**src/rtl/spi_arbiter.sv**
```systemverilog
// Round-robin arbiter that shares one SPI sequencer between N_REQ requesters.
// It grants one command at a time, returns its read byte and aborts a hung transfer after TIMEOUT cycles.

module spi_arbiter_lane (
  input  logic clk_i,
  input  logic rst_i,
  input  logic sel,
  input  logic fire,
  input  logic tmo,
  input  logic clr,
  output logic ack,
  output logic err
);
  always_ff @(posedge clk_i) begin
    if (rst_i || clr) begin
      ack <= 1'b0;
      err <= 1'b0;
    end else if (fire && sel) begin
      ack <= 1'b1;
      err <= tmo;
    end
  end
endmodule

module spi_arbiter #(
  parameter int N_REQ   = 3,
  parameter int TIMEOUT = 200000
) (
  input  logic                  clk_i,
  input  logic                  rst_i,
  input  logic [N_REQ-1:0]      req_i,
  input  logic [16*N_REQ-1:0]   cmd_i,
  output logic [N_REQ-1:0]      ack_o,
  output logic [N_REQ-1:0]      err_o,
  output logic [7:0]            rdata_o,
  output logic                  busy_o,
  output logic [1:0]            grant_o,
  output logic                  seq_req_o,
  output logic [15:0]           seq_cmd_o,
  input  logic                  seq_ack_i,
  input  logic [7:0]            seq_rdata_i
);
  localparam int CNT_W = (TIMEOUT > 1) ? $clog2(TIMEOUT) : 1;

  typedef enum logic [1:0] {IDLE, BUSY, DONE} state_t;

  state_t           state_q, state_d;
  logic [1:0]       ptr_q, ptr_d;
  logic [CNT_W-1:0] cnt_q, cnt_d;
  logic [15:0]      cmd_d;
  logic [7:0]       rdata_d;
  logic [1:0]       grant_d;
  logic             seq_req_d;
  logic             fire, tmo;
  logic [2:0]       pick;

  // Returns {found, index}; scanning downward lets the smallest offset from p win.
  function automatic logic [2:0] rr_pick(input logic [N_REQ-1:0] req, input logic [1:0] p);
    logic [2:0] r;
    int k;
    r = '0;
    for (int i = N_REQ - 1; i >= 0; i--) begin
      k = (int'(p) + i) % N_REQ;
      if (req[k]) r = {1'b1, 2'(k)};
    end
    return r;
  endfunction

  assign pick   = rr_pick(req_i, ptr_q);
  assign busy_o = (state_q != IDLE);

  always_comb begin
    state_d   = state_q;
    ptr_d     = ptr_q;
    cnt_d     = cnt_q;
    cmd_d     = seq_cmd_o;
    rdata_d   = rdata_o;
    grant_d   = grant_o;
    seq_req_d = seq_req_o;
    fire      = 1'b0;
    tmo       = 1'b0;
    case (state_q)
      IDLE: begin
        if (pick[2]) begin
          grant_d   = pick[1:0];
          cmd_d     = cmd_i[16*int'(pick[1:0]) +: 16];
          seq_req_d = 1'b1;
          cnt_d     = '0;
          ptr_d     = (pick[1:0] == 2'(N_REQ - 1)) ? 2'd0 : pick[1:0] + 2'd1;
          state_d   = BUSY;
        end
      end
      BUSY: begin
        // A real ack on the timeout edge takes precedence over the abort.
        if (seq_ack_i) begin
          rdata_d   = seq_rdata_i;
          seq_req_d = 1'b0;
          fire      = 1'b1;
          state_d   = DONE;
        end else if (cnt_q == CNT_W'(TIMEOUT - 1)) begin
          rdata_d   = 8'h00;
          seq_req_d = 1'b0;
          fire      = 1'b1;
          tmo       = 1'b1;
          state_d   = DONE;
        end else begin
          cnt_d = cnt_q + 1'b1;
        end
      end
      DONE:    state_d = IDLE;
      default: state_d = IDLE;
    endcase
  end

  always_ff @(posedge clk_i) begin
    if (rst_i) begin
      state_q   <= IDLE;
      ptr_q     <= '0;
      cnt_q     <= '0;
      seq_cmd_o <= '0;
      rdata_o   <= '0;
      grant_o   <= '0;
      seq_req_o <= 1'b0;
    end else begin
      state_q   <= state_d;
      ptr_q     <= ptr_d;
      cnt_q     <= cnt_d;
      seq_cmd_o <= cmd_d;
      rdata_o   <= rdata_d;
      grant_o   <= grant_d;
      seq_req_o <= seq_req_d;
    end
  end

  for (genvar k = 0; k < N_REQ; k++) begin : g_lane
    spi_arbiter_lane u_lane (
      .clk_i (clk_i),
      .rst_i (rst_i),
      .sel   (grant_o == 2'(k)),
      .fire  (fire),
      .tmo   (tmo),
      .clr   (state_q == DONE),
      .ack   (ack_o[k]),
      .err   (err_o[k])
    );
  end
endmodule
```
**config.mk**
```make
export PLATFORM = sky130hd
export DESIGN_NAME = spi_arbiter
export DESIGN_NICKNAME = d
export VERILOG_FILES = /design/src/rtl/spi_arbiter.sv
export SDC_FILE = /design/constraint.sdc
export NUM_CORES = 1
export LEC_CHECK = 0
export CORE_MARGIN = 5
export CORE_UTILIZATION = 41
export DETAILED_ROUTE_END_ITERATION = 7
export PLACE_DENSITY = 0.74
export SKIP_LAST_GASP = 1
export SYNTH_ARGS = -nofsm -noshare
export SYNTH_HDL_FRONTEND = slang
export SYNTH_SLANG_ARGS = --single-unit
```
**constraint.sdc**
```tcl
create_clock -name clk_i -period 2.2 [get_ports clk_i]
set_input_delay 0.33 -clock clk_i [delete_from_list [all_inputs] [get_ports clk_i]]
set_output_delay 0.33 -clock clk_i [all_outputs]
set_load 0.03 [all_outputs]
```
==> out/metrics.yaml <==
worst_hold_path:
  hold_path_depth: 1
  whs_endpoint: "g_lane[2].u_lane.ack$_SDFFE_PP0P_"
  worstHoldPathType: "flop to flop"
  hp-start: "g_lane[2].u_lane.ack$_SDFFE_PP0P_"
logic_synthesis:
  synth_edf_count: 0
  synth.area.top_cells: "dfxtp_1 41%, mux2i_1 8.1%, a22oi_1 7.2%"
  synth_top_area_cell: "dfxtp_1"
  avgSynthCellArea_sq_um: 9.11
  synth_commonest_cells: "55 x dfxtp_1, 38 x nor2_1, 26 x a22oi_1, 24 x o21ai_1, 22 x mux2i_1"
  synth_top_cell_area_share_pct: 40.7
  syn-cell-area_sq_mm: 0.00271
  synth_nets: 363
  yosysSeqAreaShare_pct: 40.7
  netlist_instances: 297
  synth_seq_cells: 55
  synthArstFlopShare_pct: 0
  yosysMostFrequentCell: "dfxtp_1"
  ys.flop_type: "dfxtp_1"
  ys_warn_count: 0
  synth_cell_type_count: 48
clock_tree:
  ctsRootBufferMaster: "clkbuf_8"
  numCtsBuffers: 5
  clk_pin_slew_ns: 0.10
  clk_latency_ns: 0.31
  cts_max_level: 2
  clock-sinks: 55
  cts_buffer_depth: 2
  cts_tree: "done"
floorplanning:
  ios: 96
  rows: 29
  dieHeight_microns: 91.2
  start_util_pct: 42.4
  die_w_microns: 91.2
  die_area_sq_mm: 0.00832
  core_region_area_sq_mm: 0.00639
setup_path:
  crit_path_frequent_cell: "o21ai_4"
  critical-path-top-delay-family: "compound AO/OA/AOI/OAI gates"
  rrSetupSlack_ns: 0.07
  crit_path_end_kind: "flop"
  crit_path_start_kind: "flop"
  critPathMaxFanout: 8
  slowest_delay_ns: 0.37
  crit_required_ns: 2.40
  rr_worst_depth: 10
  path_cells: "inv_2, ha_4, mux2i_4, o21ai_4, buf_4, a41o_1, o21ai_4, clkbuf_16, mux2i_1, o21ai_1"
  r2r-start: "ptr_q[0]$_SDFFE_PP0P_"
  cp_slowest_cell: "dfxtp_4"
  worstPathArrival_ns: 2.33
  worstReg2RegEnd: "seq_cmd_o[2]$_SDFFE_PP0P_"
  critPathKind: "flop to flop"
  cp.buffers_inverters: 3
placement:
  post-dp-hpwl_microns: 5260
  place_ws_ns: -0.355
  io_buffers: 95
  gp_congestion: 0.886
sta:
  fmax_ghz: 0.469
  tightest_slew_ns: 0.530
  period_share_pct: 96.9
  setup_slack_ns: 0.0680
  slew_viol_final: 0
  max-slew-margin-rel_pct: 64.5
  finClkSkew_ns: 0.00860
  min_period_ns: 2.13
  hold_viol: 0
  whs_ns: 0.474
  finalSetupViolations: 0
flow_run:
  maxCapViolCount: 0
final_layout:
  insertedDiodeCount: 0
  regArea_sq_mm: 0.00111
  postLayoutCoreUtil_pct: 64.9
  nets: 467
  fillerInstances: 524
  multi_input_area_sq_mm: 0.00160
  area_delta_synth_final_pct: 53.1
  drive_gt1_share_pct: 15.9
power:
  max-vdd-ir-drop_mv: 0.682
  leakage_nw: 1.53
  totalPowerFinal_mw: 4.93
  power_density_mw_per_mm2: 1190
detailed_routing:
  first_pass_iters: 4
  wl_microns: 7300
  drt.antenna.violating_nets: 0
  via_per_inst: 5.35
  drc: 0
  vias: 2565
  drt_iter0_markers: 100
  wl_per_cell_microns: 15.2
grt:
  grt_pass1_vias: 2532
  grt_pass1_wl_microns: 11400
  grt_overflow_total: 0
  grt_max_degree: 23
  antenna_found_initial: 0
  grt.total_usage_pct: 16.3
run_status:
  run_status: "complete, no violations"
-- area by class of cell --
cell class              count  area share (%)
clock buffers               6            1.99
clock inverters             2           0.393
inverters                   8           0.725
multi-input cells         211            38.6
flip-flops and latches     55            26.8
well taps                  77            2.33
repair buffers            120            29.2
-- power breakdown --
part           switching (mW)  internal [mW]  total [mW]
sequential              0.128           1.18        1.31
combinational            1.56           1.46        3.02
clock                   0.342          0.258       0.600
total                    2.03           2.90        4.93
-- metal layers --
metal	wire length, microns	vias up	GRT usage, %
li1	-	1272	-
met1	3040	1175	19.8
met2	3310	107	24.9
met3	835	11	8.68
met4	115	0	5.01
met5	0	-	0
-- worst register-to-register path: cells and delay by family (launching register included) --
kind,cells,cell delay [ns]
compound gates,4,0.54
mux,2,0.49
buf+inv,3,0.42
flops,1,0.37
fa+ha+maj,1,0.21
-- logic make-up after synthesis --
logic type	share of synthesized area, %
adders and majority gates	1.85
and+or+nand+nor	17.3
DFF	40.7
AOI/OAI and AO/OA	21.6
xor gates and xnor gates	3.89
muxes	8.14
buffers and inverters	6.52
-- metrics by stage --
step,instances,instance area [sq um],setup TNS [ns]
6_report,479,4140,0
5_1_grt,479,4140,-0.0174
4_1_cts,470,3910,0
3_5_place_dp,462,3770,-7.46
3_3_place_gp,462,3770,-5.99
2_1_floorplan,297,2710,0
-- flip-flops by register name, summed over array words and instances (netlist names), 2 cells and up --
name	flops
g_lane.u_lane.err	3
seq_cmd_o	16
cnt_q	18
rdata_o	8
ptr_q	2
state_q	2
g_lane.u_lane.ack	3
grant_o	2
-- what timing repair did --
item / in CTS / in global routing
hold endpoints to repair: 0 / 0
setup endpoints to repair: 32 / 32
gates cloned: 0 / 3
hold buffers: 0 / 0
pin swaps: 2 / 10
buffers inserted: 0 / 6
resized for setup: 10 / 23
-- cell usage in the layout (no fill, tap or decap), drive strengths merged, types with 2 or more instances in the layout --
cell,synthesis,layout
a2bb2oi,2,2
o21ai,26,26
xor2,11,11
and2,2,2
or3,5,5
a22oi,26,26
a21oi,12,12
o21a,3,3
nand3,6,6
nor2,39,40
mux2i,22,22
and3,3,3
or4,2,2
clkbuf,5,7
dfxtp,55,55
nor3,5,5
nand2,8,8
nor4,2,2
buf,19,24
inv,8,8
nand4,3,3
ha,4,4
clkdlybuf4s50,0,95
o211ai,6,6
nand2b,6,6
a21o,2,2
-- worst max-delay path by stage --
stage	slack, ns	endpoint	depth (start not counted)	from
after CTS	0.04	seq_cmd_o[5]$_SDFFE_PP0P_	9	ptr_q[1]$_SDFFE_PP0P_
final	0.07	seq_cmd_o[2]$_SDFFE_PP0P_	10	ptr_q[0]$_SDFFE_PP0P_
after detailed placement	-0.35	seq_cmd_o[9]$_SDFFE_PP0P_	7	req_i[0]
after global placement	-0.27	seq_cmd_o[5]$_SDFFE_PP0P_	7	req_i[2]
after floorplan	0.02	seq_cmd_o[10]$_SDFFE_PP0P_	10	ptr_q[0]$_SDFFE_PP0P_
after global routing	-0.005	seq_cmd_o[2]$_SDFFE_PP0P_	10	ptr_q[0]$_SDFFE_PP0P_
(Power assumes the default switching activity.)
